==> src/rtl/cpu_int_controller_pkg.sv <==
// ============================================================
// cpu_int_pkg : shared constants and types for the interrupt controller
// Rev 1.0
// ============================================================
`default_nettype none

package cpu_int_pkg;

    localparam int INT_VBLANK = 0;
    localparam int INT_STAT   = 1;
    localparam int INT_TIMER  = 2;
    localparam int INT_SERIAL = 3;
    localparam int INT_JOYPAD = 4;

    localparam logic [7:0] VEC_BASE_DEF   = 8'h40;
    localparam int         VEC_STRIDE_DEF = 8;

    typedef enum logic [1:0] {
        IDLE   = 2'd0,
        ACKED  = 2'd1,
        VECTOR = 2'd2
    } int_state_t;

    function automatic logic [7:0] vec_addr(input logic [7:0] base, input int stride, input int idx);
        return 8'(int'(base) + stride * idx);
    endfunction

endpackage

`default_nettype wire

==> src/rtl/cpu_int_controller_if.sv <==
// ============================================================
// cpu_int_controller_if : CPU-side request/register/dispatch bundle
// Rev 1.0
// ============================================================
`default_nettype none

interface cpu_int_controller_if #(
    parameter int NUM_SRC = 5
);
    logic               cpu_en;
    logic [NUM_SRC-1:0] irq_in;
    logic               if_wr;
    logic               ie_wr;
    logic [7:0]         wdata;
    logic [7:0]         if_rdata;
    logic [7:0]         ie_rdata;
    logic               ei_exec;
    logic               di_exec;
    logic               reti_exec;
    logic               instr_done;
    logic               int_ack;
    logic               vec_req;
    logic               int_pending;
    logic               int_req;
    logic [7:0]         int_vector;

    modport master (
        output cpu_en, irq_in, if_wr, ie_wr, wdata,
        output ei_exec, di_exec, reti_exec, instr_done, int_ack, vec_req,
        input  if_rdata, ie_rdata, int_pending, int_req, int_vector
    );

    modport slave (
        input  cpu_en, irq_in, if_wr, ie_wr, wdata,
        input  ei_exec, di_exec, reti_exec, instr_done, int_ack, vec_req,
        output if_rdata, ie_rdata, int_pending, int_req, int_vector
    );

endinterface

`default_nettype wire

==> src/rtl/cpu_int_controller_prio_enc.sv <==
// ============================================================
// int_priority_enc : index of the lowest set bit of a request mask
// Rev 1.0
// ============================================================
`default_nettype none

module int_priority_enc #(
    parameter int NUM_SRC = 5,
    parameter int IDX_W   = 3
) (
    input  logic [NUM_SRC-1:0] mask,
    output logic               valid,
    output logic [IDX_W-1:0]   index
);

    // Scan from the top so the lowest set bit is the last one written.
    always_comb begin
        valid = |mask;
        index = '0;
        for (int i = NUM_SRC - 1; i >= 0; i--) begin
            if (mask[i]) begin
                index = IDX_W'(i);
            end
        end
    end

endmodule

`default_nettype wire

==> src/rtl/cpu_int_controller.sv <==
// ============================================================
// cpu_int_controller : IF/IE/IME registers, EI delay and dispatch FSM
// Rev 1.0
// ============================================================
`default_nettype none

module cpu_int_controller
    import cpu_int_pkg::*;
#(
    parameter int         NUM_SRC    = 5,
    parameter logic [7:0] VEC_BASE   = VEC_BASE_DEF,
    parameter int         VEC_STRIDE = VEC_STRIDE_DEF
) (
    input  logic                  clk,
    input  logic                  n_rst,
    cpu_int_controller_if.slave   bus
);

    localparam int IDX_W = (NUM_SRC > 1) ? $clog2(NUM_SRC) : 1;

    int_state_t         r_state;
    int_state_t         w_state_nxt;
    logic [NUM_SRC-1:0] r_if;
    logic [NUM_SRC-1:0] w_if_nxt;
    logic [7:0]         r_ie;
    logic [7:0]         w_ie_nxt;
    logic               r_ime;
    logic               w_ime_nxt;
    logic               r_ei_delay;
    logic               w_ei_delay_nxt;
    logic [7:0]         r_vector;
    logic [7:0]         w_vector_nxt;

    logic [NUM_SRC-1:0] w_mask;
    logic               w_valid;
    logic [IDX_W-1:0]   w_idx;
    logic               w_dispatch;
    logic               w_ack_ok;

    assign w_mask     = r_ie[NUM_SRC-1:0] & r_if;
    assign w_dispatch = (r_state == ACKED) && bus.vec_req;
    assign w_ack_ok   = (r_state == IDLE) && bus.int_ack;

    int_priority_enc #(
        .NUM_SRC (NUM_SRC),
        .IDX_W   (IDX_W)
    ) u_prio (
        .mask  (w_mask),
        .valid (w_valid),
        .index (w_idx)
    );

    always_ff @(posedge clk or negedge n_rst) begin
        if (!n_rst) begin
            r_state <= IDLE;
        end else if (bus.cpu_en) begin
            r_state <= w_state_nxt;
        end
    end

    always_comb begin
        w_state_nxt = r_state;
        case (r_state)
            IDLE:    if (bus.int_ack) w_state_nxt = ACKED;
            ACKED:   if (bus.vec_req) w_state_nxt = VECTOR;
            VECTOR:  w_state_nxt = IDLE;
            default: w_state_nxt = IDLE;
        endcase
    end

    // Precedence rises down the block: write, then dispatch clear, then new requests.
    always_comb begin
        w_if_nxt     = r_if;
        w_vector_nxt = r_vector;
        if (bus.if_wr) begin
            w_if_nxt = bus.wdata[NUM_SRC-1:0];
        end
        if (w_dispatch) begin
            if (w_valid) begin
                w_if_nxt     = w_if_nxt & ~(NUM_SRC'(1) << w_idx);
                w_vector_nxt = vec_addr(VEC_BASE, VEC_STRIDE, int'(w_idx));
            end else begin
                w_vector_nxt = 8'h00;
            end
        end
        w_if_nxt = w_if_nxt | bus.irq_in;
    end

    assign w_ie_nxt = bus.ie_wr ? bus.wdata : r_ie;

    // ei_delay is tested before ei_exec sets it, so a same-cycle instr_done is not counted.
    always_comb begin
        w_ime_nxt      = r_ime;
        w_ei_delay_nxt = r_ei_delay;
        if (r_ei_delay && bus.instr_done) begin
            w_ime_nxt      = 1'b1;
            w_ei_delay_nxt = 1'b0;
        end
        if (bus.ei_exec) begin
            w_ei_delay_nxt = 1'b1;
        end
        if (bus.reti_exec) begin
            w_ime_nxt = 1'b1;
        end
        if (w_ack_ok) begin
            w_ime_nxt      = 1'b0;
            w_ei_delay_nxt = 1'b0;
        end
        if (bus.di_exec) begin
            w_ime_nxt      = 1'b0;
            w_ei_delay_nxt = 1'b0;
        end
    end

    always_ff @(posedge clk or negedge n_rst) begin
        if (!n_rst) begin
            r_if       <= '0;
            r_ie       <= 8'h00;
            r_ime      <= 1'b0;
            r_ei_delay <= 1'b0;
            r_vector   <= 8'h00;
        end else if (bus.cpu_en) begin
            r_if       <= w_if_nxt;
            r_ie       <= w_ie_nxt;
            r_ime      <= w_ime_nxt;
            r_ei_delay <= w_ei_delay_nxt;
            r_vector   <= w_vector_nxt;
        end
    end

    always_comb begin
        bus.if_rdata              = 8'hFF;
        bus.if_rdata[NUM_SRC-1:0] = r_if;
    end

    assign bus.ie_rdata    = r_ie;
    assign bus.int_pending = |w_mask;
    assign bus.int_req     = (|w_mask) && r_ime && (r_state == IDLE);
    assign bus.int_vector  = r_vector;

endmodule

`default_nettype wire

==> src/flat_wrapper.sv <==
// flat-port wrapper written by rule: the top's interface ports become plain ports
module cpu_int_controller_flat import cpu_int_pkg::*;
#(
    parameter int         NUM_SRC    = 5,
    parameter logic [7:0] VEC_BASE   = VEC_BASE_DEF,
    parameter int         VEC_STRIDE = VEC_STRIDE_DEF
)
  (clk, n_rst, bus_cpu_en, bus_irq_in, bus_if_wr, bus_ie_wr, bus_wdata, bus_ei_exec, bus_di_exec, bus_reti_exec, bus_instr_done, bus_int_ack, bus_vec_req, bus_if_rdata, bus_ie_rdata, bus_int_pending, bus_int_req, bus_int_vector);
  cpu_int_controller_if #(.NUM_SRC(NUM_SRC)) bus_i ();
  input  logic clk;
  input  logic n_rst;
  input wire logic [$bits(bus_i.cpu_en)-1:0] bus_cpu_en;
  input wire logic [$bits(bus_i.irq_in)-1:0] bus_irq_in;
  input wire logic [$bits(bus_i.if_wr)-1:0] bus_if_wr;
  input wire logic [$bits(bus_i.ie_wr)-1:0] bus_ie_wr;
  input wire logic [$bits(bus_i.wdata)-1:0] bus_wdata;
  input wire logic [$bits(bus_i.ei_exec)-1:0] bus_ei_exec;
  input wire logic [$bits(bus_i.di_exec)-1:0] bus_di_exec;
  input wire logic [$bits(bus_i.reti_exec)-1:0] bus_reti_exec;
  input wire logic [$bits(bus_i.instr_done)-1:0] bus_instr_done;
  input wire logic [$bits(bus_i.int_ack)-1:0] bus_int_ack;
  input wire logic [$bits(bus_i.vec_req)-1:0] bus_vec_req;
  output wire logic [$bits(bus_i.if_rdata)-1:0] bus_if_rdata;
  output wire logic [$bits(bus_i.ie_rdata)-1:0] bus_ie_rdata;
  output wire logic [$bits(bus_i.int_pending)-1:0] bus_int_pending;
  output wire logic [$bits(bus_i.int_req)-1:0] bus_int_req;
  output wire logic [$bits(bus_i.int_vector)-1:0] bus_int_vector;
  assign bus_i.cpu_en = bus_cpu_en;
  assign bus_i.irq_in = bus_irq_in;
  assign bus_i.if_wr = bus_if_wr;
  assign bus_i.ie_wr = bus_ie_wr;
  assign bus_i.wdata = bus_wdata;
  assign bus_i.ei_exec = bus_ei_exec;
  assign bus_i.di_exec = bus_di_exec;
  assign bus_i.reti_exec = bus_reti_exec;
  assign bus_i.instr_done = bus_instr_done;
  assign bus_i.int_ack = bus_int_ack;
  assign bus_i.vec_req = bus_vec_req;
  assign bus_if_rdata = bus_i.if_rdata;
  assign bus_ie_rdata = bus_i.ie_rdata;
  assign bus_int_pending = bus_i.int_pending;
  assign bus_int_req = bus_i.int_req;
  assign bus_int_vector = bus_i.int_vector;
  cpu_int_controller #(.NUM_SRC(NUM_SRC), .VEC_BASE(VEC_BASE), .VEC_STRIDE(VEC_STRIDE)) u_core (.clk(clk), .n_rst(n_rst), .bus(bus_i));
endmodule
==> config.mk <==
export PLATFORM = sky130hd
export DESIGN_NAME = cpu_int_controller_flat
export DESIGN_NICKNAME = d
export VERILOG_FILES = /design/src/rtl/cpu_int_controller_pkg.sv /design/src/rtl/cpu_int_controller_if.sv /design/src/rtl/cpu_int_controller_prio_enc.sv /design/src/rtl/cpu_int_controller.sv /design/src/flat_wrapper.sv
export SDC_FILE = /design/constraint.sdc
export NUM_CORES = 1
export LEC_CHECK = 0
export CAP_MARGIN = 10
export CORE_ASPECT_RATIO = 0.7
export CORE_MARGIN = 5
export CORE_UTILIZATION = 44
export DETAILED_ROUTE_END_ITERATION = 6
export HOLD_SLACK_MARGIN = 0.05
export PLACE_DENSITY = 0.87
export REMOVE_ABC_BUFFERS = 1
export SLEW_MARGIN = 20
export SYNTH_ARGS = -nofsm -noshare
export SYNTH_HDL_FRONTEND = slang
export SYNTH_HIERARCHICAL = 1
export SYNTH_SLANG_ARGS = --single-unit
==> constraint.sdc <==
create_clock -name clk -period 4.5 [get_ports clk]
set_input_delay 0.45 -clock clk [delete_from_list [all_inputs] [get_ports clk]]
set_output_delay 0.45 -clock clk [all_outputs]
set_load 0.02 [all_outputs]
==> After elaboration in Yosys (flattened, before gate mapping) <==
Cells that the tools add are included.
{ "classes": {"n_mux": 20, "n_eq_ne": 3, "n_addsub": 1, "shift": 1, "reduce_logical": 14, "bitwise_logic": 4} }
{ "ops": {"columns": ["cell", "count"], "rows": [
  ["2-to-1 mux 3 bit", 5],
  ["2-to-1 mux 5 bit", 3],
  ["AND 5 bit", 2],
  ["adder 7 x 6 -> 8 bit, first input constant", 1],
  ["2-to-1 mux 1 bit", 8],
  ["2-to-1 mux 8 bit", 1],
  ["AND reduction 2 bit", 4],
  ["nonzero test 4 bit", 2],
  ["logical AND 1 bit", 5],
  ["NOT 5 bit", 1],
  ["OR 5 bit", 1],
  ["OR reduction 5 bit", 1],
  ["<< shifter 1 x 3 -> 5 bit, first input constant", 1],
  ["2-to-1 mux 2 bit", 2],
  ["!= test 2 bit, second input constant", 2],
  ["case mux 2 bit (2 select lines)", 1],
  ["AND reduction 3 bit", 1],
  ["equality test 2 x 1 -> 1 bit, second input constant", 1],
  ["zero test 2 bit", 1]
]} }
{ "totals": {"out_inout_bits": 26, "elab_cells": 49, "register_bits": 25, "input_bits": 24} }

==> Logic depth before layout (Yosys ltp) <==
{ "depth": {"word_depth": 12, "ltp_mapped": 6, "depth_no_buf": 6} }

==> Modules after synthesis <==
Netlist, hierarchy kept.
{ "modules_own_cells": {"columns": ["module", "area_per_inst_um2", "n_inst", "seq_area_each_um2", "cells_each"], "rows": [
  ["cpu_int_controller", 1076.0, 1, 525.5, 103],
  ["int_priority_enc", 48.8, 1, 0.0, 8]
]} }

==> Least setup slack after synthesis <==
OpenSTA, ideal clock, no wires.
{ "synth_timing": {"path_type": "reg-to-output", "from": "register u_core.r_ie[2], in the netlist u_core/bus.ie_rdata[2]", "to": "output bus_int_req", "arrival_ns": 1.510, "path_stages_with_launch": 4, "required_time_ns": 4.050, "path_slack_ns": 2.540, "path_buffers": 0, "cell_sequence": "dfrtp_1 and2_4 or4_4 and4_1"} }
{ "synth_between": {"elab_chain_len": 4} }
{ "synth_lines": {"columns": ["element", "line", "rtl"], "rows": [
  ["from (decl)", "cpu_int_controller.sv:25", "logic [7:0] r_ie;"],
  ["from (signal assigned)", "cpu_int_controller.sv:124", "r_ie <= w_ie_nxt;"],
  ["AND 5 bit", "cpu_int_controller.sv:40", "assign w_mask = r_ie[NUM_SRC-1:0] & r_if;"],
  ["net u_core.w_mask[2]", "cpu_int_controller.sv:34", "logic [NUM_SRC-1:0] w_mask;"],
  ["OR reduction 5 bit", null, null],
  ["net bus_int_pending", "flat_wrapper.sv:25", "output wire logic [$bits(bus_i.int_pending)-1:0] bus_int_pending;"],
  ["logical AND 1 bit (2 in series)", "cpu_int_controller.sv:138", "assign bus.int_req = (|w_mask) && r_ime && (r_state == IDLE);"],
  ["to (decl)", "flat_wrapper.sv:26", "output wire logic [$bits(bus_i.int_req)-1:0] bus_int_req;"]
]} }
The timed path passes the listed nets, and every way through them passes these cells.

==> Worst setup path in the final report <==
{ "layout_timing": {"from": "register u_core.r_ie[2], in the netlist u_core/bus.ie_rdata[2]", "to": "output bus_int_req"} }
{ "layout_between": {"elab_chain_len": 4} }
{ "layout_lines": {"columns": ["element", "line"], "rows": [
  ["AND 5 bit", "cpu_int_controller.sv:40"],
  ["net u_core.w_mask[2]", "cpu_int_controller.sv:34"],
  ["OR reduction 5 bit", "cpu_int_controller.sv:138"],
  ["logical AND 1 bit (2 in series)", "cpu_int_controller.sv:138"]
]} }
The timed path passes the listed nets, and every way through them passes these cells.

==> run metrics <==
Rel. slew slack 37.3%; share of synthesized flip-flops with an asynchronous set or reset 100%; first drt pass iteration count 4; hold path cells 2; Avg Vias per Cell 4.93; vias in the first global route 929; EDFF count, synth 0; Min Hold Slack 0.484 ns; final antenna diode count 0; final cycle utilization of the critical path 57.3%; Setup CP Type flop to output pin; fin crit period 2.58 ns; critical path's top delay family simple AND/OR/NAND/NOR gates; Skew-Pair Late Insertion Delay 0.26 ns; peak supply drop 183 uV; total vias in the final route 922; cts hold-fix bufs 0; # H-tree levels 1; worst endpoint required time 4.05 ns; combinational share of power 40.1%; depth of the worst register-to-register path 6; TritonCTS clock tree done; post-synthesis cell area 1120 um^2; first-pass GRT wire length 4620 um; final worst setup slack 1.92 ns; count of final hold-check violations 0; Final Wtd Congestion 0.848; Die ar. 3680 um^2; main flop type after synthesis dfrtp_1; Die Y 52.3 um; clk sinks 21; initial antenna violation count 0; routed len/inst 14.7 um; most common cell after layout, fill and taps aside clkdlybuf4s50_1; GRT Util Overall 16.1%; root buf cell clkbuf_8; Clock Power Share 19.3%; crit path cell chain and2_4 -> or4_4 -> and4_1 -> clkdlybuf4s50_1; Final Max Slew Viols 0; Seq/Total Area, Yosys 46.7%; CP max FO 4; Internal Pwr Total 0.419 mW; Critical Path Source Type flop; drt drc 0; FP Rows 15; Fmax 388 MHz; CTS clk-pin slew, worst paths 0.08 ns; CP Depth 4; initial DRC count 34; final non-filler cell area 1590 um^2; Synthesis Warnings 6; setup_tns 0 ns; highest-count cells in the layout ignoring fill and taps 42 x clkdlybuf4s50_1, 21 x dfrtp_1, 12 x mux2_2, 11 x nand2_1; TritonCTS buffer count 3; unrepaired setup endpoints after global routing no; dpl ws 2.21 ns; drt total wl 2750 um; final count of negative-setup-slack endpoints 0; Synth Instances 111; worst-case clock buffer depth 2; Synth cell types 30; NetSw 0.218 mW; pwr dens 400 nW/um^2; CP max-delay cell clkdlybuf4s50_1; DP Wirelength 2230 um; Flop pwr share 40.7%; Post CTS Setup Buffer Count 0; Placed Area 1550 um^2; GRT overflow 0; WP buf/inv 1; Static Leak 0.642 nW; Hold/Removal Path Class flop to flop; CP Capture Type output pin; status complete, no violations; layout net count 178; IO Pins 50; # Max-Cap Violations 0; skew final 0.00268 ns; Critical Path AT 2.13 ns; mean post-synth cell area 10.1 um^2; Post-CTS Resized 0; Synth Register Bits 21; Die Wd 70.4 um; Core Box Area 2460 um^2; Area growth, synth to finish 41.5%; Least-Margin Pin Slew 0.938 ns; Buffers on Ports 42; proportion of layout cells with a drive suffix above 1 13.7%; Switching Share 34.2%; fillers 204; Critical Path Max Stage Delay 0.54 ns; Initial Util 45.8%; ANT nets after route 0; pin count of the biggest net entering global routing 22
[routing by layer]
| metal | track usage (%) | up-vias | wire, um |
|---|---|---|---|
| li1 | - | 463 | - |
| met1 | 19.2 | 433 | 1210 |
| met2 | 29.0 | 22 | 1390 |
| met3 | 4.41 | 4 | 120 |
| met4 | 3.82 | 0 | 25 |
| met5 | 0 | - | 0 |
[per-stage QoR]
stage | cells | total power [mW] | util (%)
finish | 187 | 0.637 | 64.7
global route | 187 | 0.674 | 64.7
CTS | 187 | 0.640 | 64.7
floorplan | 107 | 0.394 | -
global placement | 183 | 0.508 | 62.8
detailed placement | 183 | 0.518 | 62.8
[state kept, by name, summed over array words and instances (netlist names)]
| signal | cells |
|---|---|
| u_core/r_ei_delay | 1 |
| u_core/r_if | 5 |
| u_core/bus.ie_rdata | 8 |
| u_core/r_ime | 1 |
| u_core/bus.int_vector | 4 |
| u_core/r_state | 2 |
[synthesized netlist by cell type, types with 2 or more instances]
cell type	n	area, um^2
dfrtp_1	21	526
mux2_2	12	135
nand2_1	11	41.3
buf_4	7	52.6
o21ai_0	7	35.0
inv_1	6	22.5
nor2_1	6	22.5
a31oi_1	4	25.0
and2_1	4	25.0
nand4b_1	3	26.3
nor3_1	3	15.0
o21a_1	3	22.5
a21oi_1	2	10.0
and2_4	2	17.5
conb_1	2	7.51
nand2b_1	2	12.5
nor2b_1	2	12.5
o32ai_1	2	17.5
[worst reg2reg max path, delay by kind of cell (launching register included)]
family          cells  cell delay [ns]
simple gates        4             0.93
compound gates      2             0.31
flops               1             0.40
[cell families after synthesis]
| group | synth area share, % |
|---|---|
| other | 0.668 |
| AOI/OAI and AO/OA | 12.5 |
| DFF | 46.7 |
| muxes | 12.0 |
| and+or+nand+nor | 20.7 |
| buffers and inverters | 7.45 |
[cell type report]
cell class                 instances  area (um^2)  share of cell area, %
multi-input combinational         80          534                   33.6
sequential                        21          526                   33.0
timing repair buffer              42          420                   26.4
tap                               34         42.5                   2.67
clock buffer                       3         41.3                   2.59
inverter                           6         22.5                   1.42
clock inverter                     1         5.00                  0.314
[power groups by stage]
stage	Sequential, mW	Clock [mW]	Combinational [mW]
after floorplan	0.295	0	0.0989
after global placement	0.259	0	0.250
after detailed placement	0.262	0	0.255
after CTS	0.258	0.126	0.256
after global routing	0.266	0.134	0.274
final	0.259	0.123	0.255
[path summary, 6_finish.rpt]
check	from	endpoint	slack, ns
max in group asynchronous	n_rst	u_core/bus.ie_rdata[6]$_DFFE_PN0P_	3.22
max	u_core/bus.ie_rdata[2]$_DFFE_PN0P_	bus_int_req	1.92
max reg2reg	u_core/r_if[0]$_DFFE_PN0P_	u_core/r_if[1]$_DFFE_PN0P_	2.73
min in group asynchronous	n_rst	u_core/r_if[3]$_DFFE_PN0P_	0.71
min reg2reg	u_core/bus.int_vector[5]$_DFFE_PN0P_	u_core/bus.int_vector[5]$_DFFE_PN0P_	0.48
min	u_core/bus.int_vector[5]$_DFFE_PN0P_	u_core/bus.int_vector[5]$_DFFE_PN0P_	0.48
(Power assumes the default switching activity.)
